==> src/rtl/pid_pkg.sv <==
// Shared types and helpers for the PID steering controller.
// sat_s clips a sign-extended value to a signed w-bit range.
package pid_pkg;

  typedef enum logic [1:0] {
    MODE_PID     = 2'b00,
    MODE_PI      = 2'b01,
    MODE_P       = 2'b10,
    MODE_PID_ALT = 2'b11
  } mode_e;

  localparam int CLIP_W = 32;

  function automatic logic signed [CLIP_W-1:0] sat_s(
    input logic signed [CLIP_W-1:0] v,
    input int                       w
  );
    logic signed [CLIP_W-1:0] hi;
    logic signed [CLIP_W-1:0] lo;
    hi = (CLIP_W'(1) <<< (w - 1)) - CLIP_W'(1);
    lo = ~hi;
    if (v > hi)      return hi;
    else if (v < lo) return lo;
    else             return v;
  endfunction

endpackage

==> src/rtl/pid_dhist.sv <==
// Error history for the derivative term: a DEPTH-deep shift register that
// loads on each new sample and exposes the oldest entry.
module pid_dhist #(
  parameter int W     = 10,
  parameter int DEPTH = 2
) (
  input  logic                clk,
  input  logic                rst,
  input  logic                ld_i,
  input  logic signed [W-1:0] d_i,
  output logic signed [W-1:0] oldest_o
);

  logic signed [W-1:0] hist_q [DEPTH];

  always_ff @(posedge clk or posedge rst) begin
    if (rst) begin
      for (int i = 0; i < DEPTH; i++) hist_q[i] <= '0;
    end else if (ld_i) begin
      hist_q[0] <= d_i;
      for (int i = 1; i < DEPTH; i++) hist_q[i] <= hist_q[i-1];
    end
  end

  assign oldest_o = hist_q[DEPTH-1];

endmodule

==> src/rtl/pid_ctrl.sv <==
// Two-stage PID steering controller: stage 1 captures error, derivative and
// integrator; stage 2 forms the P+I+D sum and the clipped wheel speeds.
module pid_ctrl
  import pid_pkg::*;
#(
  parameter int ERR_W   = 12,
  parameter int SAT_W   = 10,
  parameter int FRWRD_W = 10,
  parameter int SPD_W   = 11,
  parameter int P_COEFF = 16,
  parameter int D_COEFF = 7,
  parameter int D_DEPTH = 2,
  parameter int D_SAT_W = 8,
  parameter int I_W     = 15,
  parameter int I_SHIFT = 6,
  parameter int PID_W   = 14
) (
  input  logic                     clk,
  input  logic                     rst,
  input  logic                     moving,
  input  logic                     err_vld,
  input  logic signed [ERR_W-1:0]  error,
  input  logic [FRWRD_W-1:0]       frwrd,
  input  logic [1:0]               mode,
  output logic signed [SPD_W-1:0]  lft_spd,
  output logic signed [SPD_W-1:0]  rght_spd,
  output logic                     out_vld,
  output logic                     sat
);

  localparam int SUM_W = ((FRWRD_W + 1 > PID_W) ? FRWRD_W + 1 : PID_W) + 1;

  mode_e                    mode_s;
  logic signed [SAT_W-1:0]  err_sat;
  logic signed [SAT_W-1:0]  hist_old;
  logic signed [SAT_W-1:0]  err_q;
  logic signed [D_SAT_W-1:0] diff_q, diff_d;
  logic signed [CLIP_W-1:0] diff_raw;
  logic signed [I_W-1:0]    integ_q, integ_d;
  logic signed [I_W:0]      integ_sum;
  logic                     integ_ovf;
  logic                     windup;
  logic                     vld1_q;

  logic signed [CLIP_W-1:0] p_term, i_term, d_term;
  logic signed [PID_W-1:0]  pid;
  logic signed [SUM_W-1:0]  lsum, rsum;
  logic signed [CLIP_W-1:0] lsum_x, rsum_x;
  logic signed [SPD_W-1:0]  lft_q, lft_d, rght_q, rght_d;
  logic                     sat_q, sat_d;
  logic                     out_vld_q;
  logic                     pid_neg_q;

  assign mode_s  = mode_e'(mode);
  assign err_sat = SAT_W'(sat_s(CLIP_W'(error), SAT_W));

  pid_dhist #(
    .W     (SAT_W),
    .DEPTH (D_DEPTH)
  ) u_dhist (
    .clk      (clk),
    .rst      (rst),
    .ld_i     (err_vld),
    .d_i      (err_sat),
    .oldest_o (hist_old)
  );

  assign diff_raw = CLIP_W'(err_sat) - CLIP_W'(hist_old);
  assign diff_d   = D_SAT_W'(sat_s(diff_raw, D_SAT_W));

  // Integrator holds on overflow, and while the outputs are clipped in the
  // direction this error would push them further.
  assign integ_sum = (I_W+1)'(integ_q) + (I_W+1)'(err_sat);
  assign integ_ovf = integ_sum[I_W] ^ integ_sum[I_W-1];
  assign windup    = sat_q && (err_sat[SAT_W-1] == pid_neg_q);

  always_comb begin
    integ_d = integ_q;
    if (!moving) begin
      integ_d = '0;
    end else if (err_vld && mode_s != MODE_P && !integ_ovf && !windup) begin
      integ_d = integ_sum[I_W-1:0];
    end
  end

  always_comb begin
    p_term = CLIP_W'(err_q) * CLIP_W'(P_COEFF);
    i_term = '0;
    d_term = '0;
    if (mode_s != MODE_P) begin
      i_term = CLIP_W'(integ_q) >>> I_SHIFT;
    end
    if (mode_s == MODE_PID || mode_s == MODE_PID_ALT) begin
      d_term = CLIP_W'(diff_q) * CLIP_W'(D_COEFF);
    end
  end

  assign pid    = PID_W'(p_term + i_term + d_term);
  assign lsum   = SUM_W'(frwrd) + SUM_W'(pid);
  assign rsum   = SUM_W'(frwrd) - SUM_W'(pid);
  assign lsum_x = CLIP_W'(lsum);
  assign rsum_x = CLIP_W'(rsum);

  always_comb begin
    lft_d  = '0;
    rght_d = '0;
    sat_d  = 1'b0;
    if (moving) begin
      lft_d  = SPD_W'(sat_s(lsum_x, SPD_W));
      rght_d = SPD_W'(sat_s(rsum_x, SPD_W));
      sat_d  = (sat_s(lsum_x, SPD_W) != lsum_x) || (sat_s(rsum_x, SPD_W) != rsum_x);
    end
  end

  always_ff @(posedge clk or posedge rst) begin
    if (rst) begin
      err_q     <= '0;
      diff_q    <= '0;
      integ_q   <= '0;
      vld1_q    <= 1'b0;
      lft_q     <= '0;
      rght_q    <= '0;
      sat_q     <= 1'b0;
      out_vld_q <= 1'b0;
      pid_neg_q <= 1'b0;
    end else begin
      if (err_vld) begin
        err_q  <= err_sat;
        diff_q <= diff_d;
      end
      integ_q   <= integ_d;
      vld1_q    <= err_vld;
      lft_q     <= lft_d;
      rght_q    <= rght_d;
      sat_q     <= sat_d;
      out_vld_q <= vld1_q & moving;
      pid_neg_q <= pid[PID_W-1];
    end
  end

  assign lft_spd  = lft_q;
  assign rght_spd = rght_q;
  assign sat      = sat_q;
  assign out_vld  = out_vld_q;

endmodule

==> config.mk <==
export PLATFORM = sky130hd
export DESIGN_NAME = pid_ctrl
export DESIGN_NICKNAME = d
export VERILOG_FILES = /design/src/rtl/pid_pkg.sv /design/src/rtl/pid_dhist.sv /design/src/rtl/pid_ctrl.sv
export SDC_FILE = /design/constraint.sdc
export NUM_CORES = 1
export LEC_CHECK = 0
export CAP_MARGIN = 20
export CORE_MARGIN = 3
export CORE_UTILIZATION = 56
export CTS_BUF_LIST = sky130_fd_sc_hd__clkbuf_2
export CTS_CLUSTER_DIAMETER = 40
export DETAILED_ROUTE_END_ITERATION = 8
export GPL_ROUTABILITY_DRIVEN = 1
export GPL_TIMING_DRIVEN = 0
export MAX_ROUTING_LAYER = met4
export PLACE_DENSITY = 0.8
export RECOVER_POWER = 25
export SLEW_MARGIN = 0
export SYNTH_ARGS = -nofsm -noshare
export SYNTH_HDL_FRONTEND = slang
export SYNTH_SLANG_ARGS = --single-unit
==> constraint.sdc <==
create_clock -name clk -period 6.6 [get_ports clk]
set_input_delay 1.32 -clock clk [delete_from_list [all_inputs] [get_ports clk]]
set_output_delay 1.32 -clock clk [all_outputs]
set_load 0.01 [all_outputs]
==> metrics, run 1 <==
cell count after synthesis=804; Setup Crit Path Kind=reg2reg; Crit path required time=7070 ps; full die area=around 14000 um2; sequential share of the synthesized area=0.2534; hold_sp=vld1_q$_DFF_PP0_; R2R Path Start=diff_q[1]$_DFFE_PP0P_; Pre-antenna DRT Iters=6; commonest cells after routing, fill and taps aside=nor2_1 (104), ha_1 (73), inv_1 (69); DRT antenna net count=0; Fmax=between 150 and 200 MHz; synthesis-stage register bit count=69; row cnt=39; Synth Cell Area=between 6000 and 7000 um2; Detailed Route WL=roughly 17000 um; vias=6118; Final Net Count=about 1000; vias in the first global route=5874; Worst Max-Slew Pin Slew=~1700 ps; met2 wire len=slightly below 9000 um; Die Wd=roughly 120 um; Reg clk slew, reported paths=around 190 ps; maximum root-to-sink buffer count=2; Core Area=about 12000 um2; Tmin final=~6600 ps; root buf cell=clkbuf_2; met3 routed WL=between 700 and 800 um; Tot GR Track Use=0.2608; Filler Cell Count=~900; Hold Crit Class=reg2reg; Final Core Density=0.6867; Metal-1 WL=7416 um; predominant post-synthesis flop cell=dfrtp_1; failing checks=capacitance limit, slew limit, setup timing; Distinct cells, synth=68; Ports=52; outcome=finished with violations; initial antenna violation count=0; CTS tree=done; DR DRC count=0; critical path fanouts, max=10; Max Cap Viol=1; # H-tree levels=3; commonest non-fill, non-tap cell in the layout=nor2_1; Initial Utilization=0.5844; fin worst setup slack=-34.10 ps; Placed Instance Area=between 7000 and 8000 um2; Post-synth ARST share=1.000; post-synthesis net count=between 900 and 1000; crit path DAT=~7100 ps; # port buffers=51; Syn Area/Cell=8.477 um2; layout cells sized above 1=0.1268; Final Hold Fails=0; largest net degree at the start of global routing=between 40 and 50; Clock Latency Late Sink=570 ps; Design Area, Final=8009 um2; clk_skew=45.90 ps; GP Congestion=between 0.9 and 1; synthesis-to-finish area growth=17.51%; Crit. End Element=flop; first-pass GRT wire length=roughly 27000 um; Setup-failing EPs final=1; final cycle utilization of the critical path=1.005; Max-slew headroom=-0.1034; DR iter-0 viols=between 400 and 500; grt ovf=0; YS warnings=0; CTS sink count=69; top sig layer=met4; TritonCTS buffer count=9; worst-case reg-to-reg path depth=26; Critical Path Source=diff_q[1]$_DFFE_PP0P_; WL/cell=between 15 and 20 um; Slew Limit Fails=44; Via-to-Cell Ratio=5.957; Worst Setup Start Kind=flop; Post-DP HPWL=13390 um; EDFF count, synth=0; hold_buf cts=0; Die Height=approximately 120 um; Worst Hold Depth=1
==> critical path, cell delays in order, from the launching register on <==
cell       delay [ps]
dfrtp_2           490
ha_4              290
xor2_1            180
ha_1              300
fa_1              480
a21o_1            200
a21oi_2           170
xnor2_1            90
nor2_1            210
fa_1              460
ha_1              280
or3_1             410
o221a_4           250
nor2_2            120
xnor2_2           160
buf_4             170
ha_4              220
nand3_1           120
nor2_1             80
a2111oi_4         350
xnor2_1           110
o31a_1            280
or3_4             350
ha_4              300
clkbuf_8          160
o41ai_2            80
a41oi_2           270
==> cell usage after synthesis (8+ instances only) <==
library cell | count | area, um2
nand2b_1 | 12 | 75.07
nand2_1 | 37 | 138.9
o21a_1 | 22 | 165.2
a21oi_1 | 64 | 320.3
ha_1 | 83 | 1039
a21o_1 | 8 | 60.06
mux2_2 | 11 | 123.9
nor3_1 | 19 | 95.09
nand3_1 | 26 | 130.1
nor2_1 | 107 | 401.6
clkbuf_1 | 15 | 56.30
xnor2_1 | 37 | 324.1
fa_1 | 19 | 380.4
o211ai_1 | 11 | 82.58
inv_1 | 71 | 266.5
nor2b_1 | 21 | 131.4
o21ai_0 | 52 | 260.3
dfrtp_1 | 69 | 1727
xor2_1 | 17 | 148.9
==> routing by layer <==
| metal | global-route usage | vias up |
|---|---|---|
| met2 | 0.4413 | 184 |
| met3 | 0.03109 | 43 |
| li1 | - | 2941 |
| met1 | 0.3234 | 2950 |
| met4 | 0.09049 | 0 |
| met5 | - | - |
==> registers in the layout, summed over array words and instances (netlist names) <==
name and flops:
integ_q 15, out_vld 1, vld1_q 1, sat 1, err_q 10, pid_neg_q 1, u_dhist.oldest_o 10, diff_q 8
lft_spd 11, rght_spd 11
==> cell families after synthesis <==
family / count (synthesis) / share of synthesized area
compound gates: 214 / 0.2137
xor+xnor: 56 / 0.07417
fa+ha+maj: 102 / 0.2082
buf+inv: 98 / 0.05599
flops: 69 / 0.2534
mux: 11 / 0.01818
simple gates: 254 / 0.1764
==> path summary, 6_finish.rpt <==
check                                        endpoint  slack, ps
worst min register to register      out_vld$_DFF_PP0_        490
worst max-delay path                    sat$_DFF_PP0_        -30
worst max register to register          sat$_DFF_PP0_        -30
max in group asynchronous       diff_q[2]$_DFFE_PP0P_       3810
worst min-delay path                out_vld$_DFF_PP0_        490
min in group asynchronous       lft_spd[10]$_DFF_PP0_       1670
==> metrics by stage <==
stage,setup slack [ps],std cells,setup TNS (ps),hold WS [ps]
floorplan,225.9,804,0,433.6
global placement,-1048,998,-19270,438.3
detailed placement,-1161,999,-21200,450.1
CTS,41.67,1018,0,493.6
global route,-223.8,1026,-1330,536.2
finish,-34.10,1027,-34.10,492.7
==> area by class of cell <==
cell class	count	area, um2	area share
Sequential cell	69	1729	0.2159
Tap cell	143	178.9	0.02234
Antenna cell	1	2.502	0.0003125
Clock buffer	10	50.05	0.006249
Multi-Input combinational cell	637	4970	0.6205
Buffer	22	106.4	0.01328
Timing Repair Buffer	66	635.6	0.07936
Inverter	73	274.0	0.03421
Clock inverter	6	62.56	0.007811
==> timing repair <==
| action | 4_1_cts | 5_1_grt |
|---|---|---|
| hold endpoints to repair | 0 | 0 |
| resized for setup | 20 | 37 |
| pin swaps | 4 | 11 |
| gates cloned | 0 | 0 |
| buffers inserted | 4 | 10 |
| setup endpoints to repair | 23 | 23 |
Power of run 1 is not shown: default switching activity piles up to over one toggle a cycle in this logic, so the estimate is an artifact.
==> inputs of run 2 (changes only) <==
Settings changed: CORE_ASPECT_RATIO from default to 0.8, SYNTH_HIERARCHICAL from default to 1.
==> run 2 against run 1 <==
- the flow now finishes without violations
- via count rose by 1.7%
- final area rose by 6.8%
- critical path depth did not move
- maximum frequency rose by 4.4%
- register-to-register slack improved by 280 ps
- first-iteration DRC count rose by 20%
- die area rose by 6.8%
- clock skew fell by 13 ps
- non-clock buffer count rose by 7
- synthesized area rose by 7.1%
- largest cell class unchanged
==> metrics, run 2 <==
GP Congestion=0.9249; clk_skew=approximately 33 ps; Syn Area/Cell=approximately 9 um2; Worst Hold Depth=1; Setup-failing EPs final=0; worst-case reg-to-reg path depth=26; Slew Limit Fails=0; Crit path buffers/inverters=3; post-synthesis net count=946; Levels on crit path=26; layout cells sized above 1=0.1574; maximum root-to-sink buffer count=2; top cells by area, synth=dfrtp_1 (27%), ha_1 (14%), fa_1 (5.2%), mux2_4 (4.3%), nor2_1 (4.3%); Die Wd=roughly 130 um; top cell type's share of synthesized area=0.2709; Via-to-Cell Ratio=5.830; DR iter-0 viols=~540; Distinct cells, synth=between 60 and 70; Tmin final=6354 ps; Ports=52; Post-Synth XOR/XNOR Area=0.05726; met2 wire len=approximately 7800 um; final cycle utilization of the critical path=0.9628; YS warnings=6; EDFF count, synth=0; CP dominant cell by count=nor2_1; cell count after synthesis=816; Core Area=around 12000 um2; crit path DAT=between 6000 and 7000 ps; root buf cell=clkbuf_2; Crit. End Element=flop; Setup Crit Path Kind=reg2reg; hold_sp=vld1_q$_DFF_PP0_; TritonCTS buffer count=9; max reg flops=15; Final Net Count=1021; Final Hold Fails=0; Pre-antenna DRT Iters=5; Clock Latency Late Sink=about 580 ps; mux cell area share after synthesis=0.07355; vias in the first global route=5860; row cnt=36; adder-cell share of the synthesized area=0.1944; DR DRC count=0; Worst Max-Slew Pin Slew=approximately 1200 ps; full die area=14450 um2; commonest cells after routing, fill and taps aside=nor2_1 (80), dfrtp_1 (79), inv_1 (75); vias=between 6000 and 7000; Hold Crit Class=reg2reg; Synth Cell Area=between 7000 and 8000 um2; Critical Path Slowest Stage Cell=fa_1; grt ovf=0; largest net degree at the start of global routing=32; top sig layer=met4; list of most frequent post-synthesis cells=ha_1 (83), nor2_1 (83), dfrtp_1 (79), inv_1 (75), a21oi_1 (55); post-synthesis simple-gate area fraction=0.1720; worst hold endpoint=out_vld$_DFF_PP0_; first-pass GRT wire length=between 20000 and 30000 um; met3 routed WL=between 1000 and 1500 um; Max-slew headroom=0.1804; sequential share of the synthesized area=0.2709; # H-tree levels=3; commonest non-fill, non-tap cell in the layout=nor2_1; Inserted Diodes=0; critical path fanouts, max=10; area leader, netlist=dfrtp_1; synthesis-to-finish area growth=17.23%; # port buffers=49; Die Height=roughly 110 um; CTS tree=done; CTS sink count=79; Worst Setup Start Kind=flop; R2R Path Start=diff_q[2]$_DFFE_PP0P_; Place WS=-902.1 ps; Detailed Route WL=between 15000 and 20000 um; fin worst setup slack=~250 ps; Max Cap Viol=0; CP max stage delay=roughly 540 ps; outcome=completed; Reg clk slew, reported paths=270 ps; WL/cell=between 15 and 20 um; largest delay contributor family on the critical path=adder cells; Post-DP HPWL=between 10000 and 15000 um; Final Core Density=0.6882; synthesis-stage register bit count=79; Tot GR Track Use=0.2533; Metal-1 WL=between 8000 and 9000 um; Post-synth ARST share=1.000; setup slack, reg-to-reg=about 250 ps; Crit path required time=around 7000 ps; Fmax=roughly 160 MHz; Compound-Gate Fraction of Synth Area=0.1673; Initial Utilization=0.5871; reg-to-reg endpoint=lft_spd[8]$_DFF_PP0_; initial antenna violation count=0; main combinational cell family by area after synthesis=adder cells; hold_buf cts=0; predominant post-synthesis flop cell=dfrtp_1; largest register by flop count=integ_q; DRT antenna net count=0
## run 2: cell types whose count changed after synthesis, moves of 9 or more
cell     before  now
a21oi_1      64   55
buf_4         2   12
dfrtp_1      69   79
mux2_4        0   21
mux2i_1       0   12
nand2_1      37   53
nand3_1      26    8
nor2_1      107   83
o21a_1       22    9
o21ai_0      52   23
## run 2: layer usage
layer | vias up | GRT usage
li1 | 3012 | -
met1 | 3004 | 0.3691
met2 | 179 | 0.3710
met3 | 26 | 0.04186
met4 | 0 | 0.06167
met5 | - | -
## run 2: worst max path at each step
| stage | start | endpoint | slack (ps) |
|---|---|---|---|
| after floorplan | diff_q[2]$_DFFE_PP0P_ | sat$_DFF_PP0_ | 450 |
| after global placement | mode[0] | sat$_DFF_PP0_ | -890 |
| after detailed placement | mode[0] | sat$_DFF_PP0_ | -900 |
| after CTS | diff_q[2]$_DFFE_PP0P_ | sat$_DFF_PP0_ | 5 |
| after global routing | diff_q[1]$_DFFE_PP0P_ | sat$_DFF_PP0_ | -20 |
| final | diff_q[2]$_DFFE_PP0P_ | lft_spd[8]$_DFF_PP0_ | 250 |
## run 2: kinds of logic (layout without fill, tap and decap cells)
group                      count (synthesis)  in the layout
xor gates and xnor gates                  46             46
muxes                                     42             42
buffers and inverters                    107            187
adders and majority gates                102            102
and+or+nand+nor                          259            259
AOI/OAI and AO/OA                        181            181
DFF                                       79             79
## run 2: cell type report
class | count | area [um2]
Multi-Input combinational cell | 630 | 5140
Fill cell | 964 | 3876
Sequential cell | 79 | 1977
Timing Repair Buffer | 65 | 623.1
Inverter | 76 | 285.3
Tap cell | 171 | 214.0
Buffer | 30 | 186.4
Clock inverter | 7 | 85.08
Clock buffer | 9 | 45.04
## run 2: what timing repair did
item	CTS	global route
buffers inserted	2	13
gates resized for setup	13	44
endpoints found under the setup margin	22	23
pin swaps	0	14
hold endpoints to repair	0	0
## run 2: per-stage QoR
stage,cell area (um2),hold WS [ps],TNS [ps],instances
after floorplan,7298,433.7,0,816
after global placement,8003,456.7,-14340,1036
after detailed placement,8023,476.8,-15630,1037
after CTS,8238,531.0,0,1055
after global routing,8556,537.1,-33.86,1067
final,8556,527.6,0,1067
Power of run 2 is left out for the same reason.
==> inputs of run 3 (changes only) <==
Settings changed: SLEW_MARGIN 0 to default.
==> results of run 3 <==
No change in the layout: final DEF, timing and power equal those of run 2.
Power of run 3 is left out for the same reason.
